===== config.mk =====
export PLATFORM = sky130hd
export DESIGN_NAME = ldpc_3gpp_dec_cnode_p_nway_search
export DESIGN_NICKNAME = d
export VERILOG_FILES = /design/src/rtl/ldpc_3gpp_dec_cnode_p_nway_search.sv
export SDC_FILE = /design/constraint.sdc
export NUM_CORES = 1
export LEC_CHECK = 0
export BUFFER_PORTS_ARGS = -buffer_cell sky130_fd_sc_hd__buf_2
export CORE_AREA = 3 3 143 145
export CTS_CLUSTER_DIAMETER = 60
export DETAILED_ROUTE_END_ITERATION = 8
export DIE_AREA = 0 0 146 148
export GPL_TIMING_DRIVEN = 0
export PLACE_DENSITY_LB_ADDON = 0.25
export RECOVER_POWER = 100
export SLEW_MARGIN = 5
export SYNTH_ARGS = -nofsm -noshare
export SYNTH_HDL_FRONTEND = slang
export SYNTH_SLANG_ARGS = --single-unit

===== constraint.sdc =====
create_clock -name iclk -period 2.9 [get_ports iclk]
set_clock_uncertainty 0.1 [all_clocks]
set_input_delay 0.725 -clock iclk [delete_from_list [all_inputs] [get_ports iclk]]
set_output_delay 0.725 -clock iclk [all_outputs]
set_load 0.03 [all_outputs]

===== src/rtl/ldpc_3gpp_dec_cnode_p_nway_search.sv =====
// Check-node partial-minimum search: pWAYS lanes merged through a registered
// binary tree, then folded across the beats of an isop/ieop frame.
module ldpc_3gpp_dec_cnode_p_nway_search #(
   parameter int pLLR_W = 4,
   parameter int pCOL_W = 5,
   parameter int pWAYS  = 4
) (
   input  logic                      iclk,
   input  logic                      ireset,
   input  logic                      iclkena,
   input  logic                      ival,
   input  logic                      isop,
   input  logic                      ieop,
   input  logic [pWAYS-1:0]          imask,
   input  logic [pWAYS*pLLR_W-1:0]   ivn_min1,
   input  logic [pWAYS*pLLR_W-1:0]   ivn_min2,
   input  logic [pWAYS*pCOL_W-1:0]   ivn_col,
   output logic                      oval,
   output logic [pLLR_W-1:0]         omin1,
   output logic [pLLR_W-1:0]         omin2,
   output logic [pCOL_W-1:0]         omin1_col
);

   localparam int cSTAGES = $clog2(pWAYS);

   typedef struct packed {
      logic [pLLR_W-1:0] min1;
      logic [pLLR_W-1:0] min2;
      logic [pCOL_W-1:0] col;
   } cand_t;

   localparam cand_t cIDLE = '{{pLLR_W{1'b1}}, {pLLR_W{1'b1}}, {pCOL_W{1'b0}}};

   // Two-way merge; the a-side keeps priority on equal values.
   function automatic cand_t merge(input cand_t a, input cand_t c);
      cand_t r;
      if (c.min1 < a.min1) begin
         r.min1 = c.min1;
         r.min2 = (c.min2 < a.min1) ? c.min2 : a.min1;
         r.col  = c.col;
      end else begin
         r.min1 = a.min1;
         r.min2 = (c.min1 < a.min2) ? c.min1 : a.min2;
         r.col  = a.col;
      end
      return r;
   endfunction

   // Level 0 holds the masked lane inputs; level j holds pWAYS>>j merge results.
   cand_t              tree_p [0:cSTAGES][pWAYS];
   logic [cSTAGES:0]   vld_p;
   logic [cSTAGES:0]   sop_p;
   logic [cSTAGES:0]   eop_p;
   cand_t              acc;

   // stage 0 input capture, stages 1..cSTAGES merge tree
   always_ff @(posedge iclk) begin
      if (iclkena) begin
         for (int k = 0; k < pWAYS; k++) begin
            if (imask[k])
               tree_p[0][k] <= {ivn_min1[k*pLLR_W +: pLLR_W],
                                ivn_min2[k*pLLR_W +: pLLR_W],
                                ivn_col[k*pCOL_W +: pCOL_W]};
            else
               tree_p[0][k] <= cIDLE;
         end
         for (int j = 1; j <= cSTAGES; j++) begin
            for (int i = 0; i < (pWAYS >> j); i++) begin
               tree_p[j][i] <= merge(tree_p[j-1][2*i], tree_p[j-1][2*i+1]);
            end
         end
      end
   end

   // control pipe aligned with the tree, then the frame accumulator
   always_ff @(posedge iclk or posedge ireset) begin
      if (ireset) begin
         vld_p <= '0;
         sop_p <= '0;
         eop_p <= '0;
         oval  <= 1'b0;
         acc   <= cIDLE;
      end else if (iclkena) begin
         vld_p <= {vld_p[cSTAGES-1:0], ival};
         sop_p <= {sop_p[cSTAGES-1:0], ival & isop};
         eop_p <= {eop_p[cSTAGES-1:0], ival & ieop};
         oval  <= vld_p[cSTAGES] & eop_p[cSTAGES];
         if (vld_p[cSTAGES]) begin
            if (sop_p[cSTAGES])
               acc <= tree_p[cSTAGES][0];
            else
               acc <= merge(acc, tree_p[cSTAGES][0]);
         end
      end
   end

   assign omin1     = acc.min1;
   assign omin2     = acc.min2;
   assign omin1_col = acc.col;

endmodule


==> metrics.md <==
| Metric | Value |
|---|---|
| Status | finished clean |
| Chip height | 148 µm |
| GRT busiest layer | met2 |
| Largest net degree at the start of global routing | 45 |
| Final period utilization | 86.50% |
| Top cells by count, synth | 91 x edfxtp_1, 47 x nand2b_1, 38 x mux2_2, 36 x ha_1, 30 x mux2i_1 |
| Worst R2R Setup Slack | roughly 0.43 ns |
| Synth Flop Type | edfxtp_1 |
| WL final | approximately 12000 µm |
| CP max FO | 44 |
| Cell area after layout | roughly 7000 µm² |
| Die X | 146 µm |
| Cts hold-fix bufs | 0 |
| Initial antenna violation count | 0 |
| Slew margin rel. | 33.27% |
| Num rows | 51 |
| Initial DRT Pass Iterations | 4 |
| Diode count | 0 |
| Placed Cells | a little under 800 |
| Post-synthesis sequential area ratio | between 50% and 60% |
| Met2 usage | around 19% |
| Leakage | 2.920 nW |
| CTS tree | done |
| Final worst setup slack | 0.3916 ns |
| Final Setup Violations | 0 |
| Async set-reset flop share out of synthesis | 20.18% |
| Max IR drop VDD | about 0.35 mV |
| Via count | 3643 |
| Synth Area in XOR/XNOR | 0% |
| Htree depth | 4 |
| Wire per inst | 14.73 µm |
| M3 GR Usage | 3.035% |
| First-pass GRT wire length | 19670 µm |
| Mux cell area share after synthesis | around an eighth |
| Grt ovf | 0 |
| DP Area | 6470 µm² |
| Root Buffer | clkbuf_16 |
| GRT met1 Usage | between 10% and 20% |
| Vias in the first global route | 3916 |
| Setup WS pre-CTS | -0.3535 ns |
| Post-synth EDFFs | 91 |
| Clk slew on worst S/H paths | 0.05 ns |
| Vias per cell | 4.503 |
| Synth Area in Simple Gates | between 10% and 20% |
| RSZ-0062 raised after global routing | false |
| Global Route Usage Sum | 11.58% |
| Worst EP required | 2.83 ns |
| Cells after Synth | around 440 |
| DRT antenna net count | 0 |
| Num CTS Buffers | 17 |
| Synth Area in Compound Gates | 7.968% |
| Die footprint | 21610 µm² |
| Clk_lat worst skew | 0.40 ns |
| Yosys top cell by area | edfxtp_1 |
| Arr. time, crit path | 2.44 ns |
| I/O pin total | 76 |
| Setup crit end kind | flop |
| Clock buffer depth | 2 |
| Top post-synthesis cells by area | edfxtp_1 47%, ha_1 7.8%, mux2_2 7.4% |
| F_max | 398.7 MHz |
| Critical path type | in2reg |
| Core area | 19330 µm² |
| Post-synth cell types | 39 |
| Area share of the largest cell type after synthesis | 47.42% |
| Pwr per Cell Area | roughly 840 nW/µm² |
| Max-cap viol count | 0 |
| Syn. warnings | 0 |
| Startpoint types | input pin |
| Final Hold Vio Count | 0 |
| # DRC | 0 |
| Syn nets | 535 |
| Starting density of the core | 29.81% |
| Fin crit period | 2.508 ns |
| Combinational family with the most area after synthesis | multiplexers |
| Nets | 629 |
| Port Buffers | 75 |
| Mean Syn Cell Area | between 10 and 15 µm² |
| DPL Wire Length | just over 9000 µm |
| Slew Limit Fails | 0 |
| Fin cells | 809 |
| Flops & latches, synth | about 110 |
| Clock sink count | 114 |
| Worst-margin pin slew | 0.9998 ns |
| RePlAce Congestion | 0.8589 |
| Post-Synth Adder-Cell Area | 7.816% |
| Initial drt markers | 91 |
| Synth-to-layout area growth | 22.01% |
| Post-Syn Area | 5763 µm² |
| Hold Path Class | reg2reg |
| Top-count cell post-synth | edfxtp_1 |
| Layout cell share with drive strength beyond 1 | a little over a quarter |
-- cells by family (layout without fill, tap and decap cells) --
| logic type | count (synthesis) | after routing |
|---|---|---|
| mux | 70 | 70 |
| buf+inv | 43 | 150 |
| flops | 114 | 114 |
| simple gates | 104 | 104 |
| compound gates | 70 | 70 |
| fa+ha+maj | 36 | 36 |
-- layout make-up --
class / count / area, µm²
plain buffers: 14 / 76.32
clock buffers: 19 / 432.9
clock inverters: 13 / 160.2
fillers: 1893 / 12300
inverters: 29 / 108.9
multi-input cells: 280 / 2243
flip-flops and latches: 114 / 3318
well taps: 265 / 331.6
repair buffers: 75 / 360.3
-- through the flow --
step / utilization [%] / TNS, ns / hold slack [ns] / power [mW]
finish: 36.37 / 0 / 0.3818 / 5.898
global route: 36.37 / 0 / 0.3941 / 6.237
global placement: 33.46 / -17.72 / 0.3611 / 3.860
floorplan: - / 0 / 0.3492 / 3.456
CTS: 36.53 / 0 / 0.3833 / 6.024
detailed placement: 33.46 / -18.77 / 0.3667 / 3.904
-- worst max-delay path, cell delays in order --
cell and delay (ns):
clkbuf_4 0.50, clkbuf_1 0.54, clkbuf_1 0.65
-- flip-flops by register name, indices dropped and copies added (netlist names) --
signal and flops:
tree_p 91, omin1_col 5, omin1 4, omin2 4
eop_p 3, sop_p 3, vld_p 3, oval 1
-- report_power, final --
part | total, mW | switching [mW] | internal, mW
Clock | 2.08 | 0.731 | 1.35
Sequential | 2.32 | 0.196 | 2.13
Combinational | 1.50 | 0.863 | 0.633
-- per-layer routing --
layer  share of wire (%)  vias to the layer above  wire length [µm]
li1                    -                     1786                 -
met1                  46                     1774              5437
met2                  49                       68              5885
met3                 3.4                       15               410
met4                 1.5                        0               181
met5                   0                        -                 0
-- layout by cell type, fill, tap and decap left out, types with 2 or more instances in the layout --
cell type / synthesis / layout
a21oi_1: 24 / 27
clkbuf_16: 0 / 17
and2_0: 0 / 14
bufinv_16: 0 / 3
o41ai_2: 2 / 2
nand2_1: 13 / 13
nor4_1: 2 / 2
inv_1: 28 / 28
clkbuf_1: 10 / 26
edfxtp_1: 91 / 91
mux2_2: 38 / 36
clkinvlp_4: 0 / 4
nor2_1: 10 / 10
dfstp_2: 8 / 7
dfrtp_1: 15 / 15
a31oi_1: 2 / 2
nand3_1: 6 / 6
nand2b_1: 47 / 47
o22ai_1: 2 / 2
buf_6: 3 / 3
mux2_1: 2 / 4
clkinv_2: 0 / 2
ha_1: 36 / 36
a211oi_1: 2 / 2
o21ai_1: 2 / 2
buf_2: 1 / 60
o21ai_0: 17 / 17
and2_1: 21 / 7
mux2i_1: 30 / 30
inv_6: 0 / 2
a21o_1: 8 / 8
-- worst paths after layout --
kind	start	endpoint	cells after the start
setup / recovery	iclkena	tree_p[0][49]	3
hold / removal	tree_p[0][146]	omin1_col[3]	1
setup reg to reg	omin1[1]	omin2[2]	6
hold reg to reg	tree_p[0][146]	omin1_col[3]	1
max in group asynchronous	ireset	omin1_col[3]	2
min in group asynchronous	ireset	eop_p[2]	2
-- what timing repair did --
action,CTS,global route
buffers inserted,0,0
endpoints found under the setup margin,0,26
resized for setup,0,1
No activity file was read; power rests on OpenSTA's default activity.
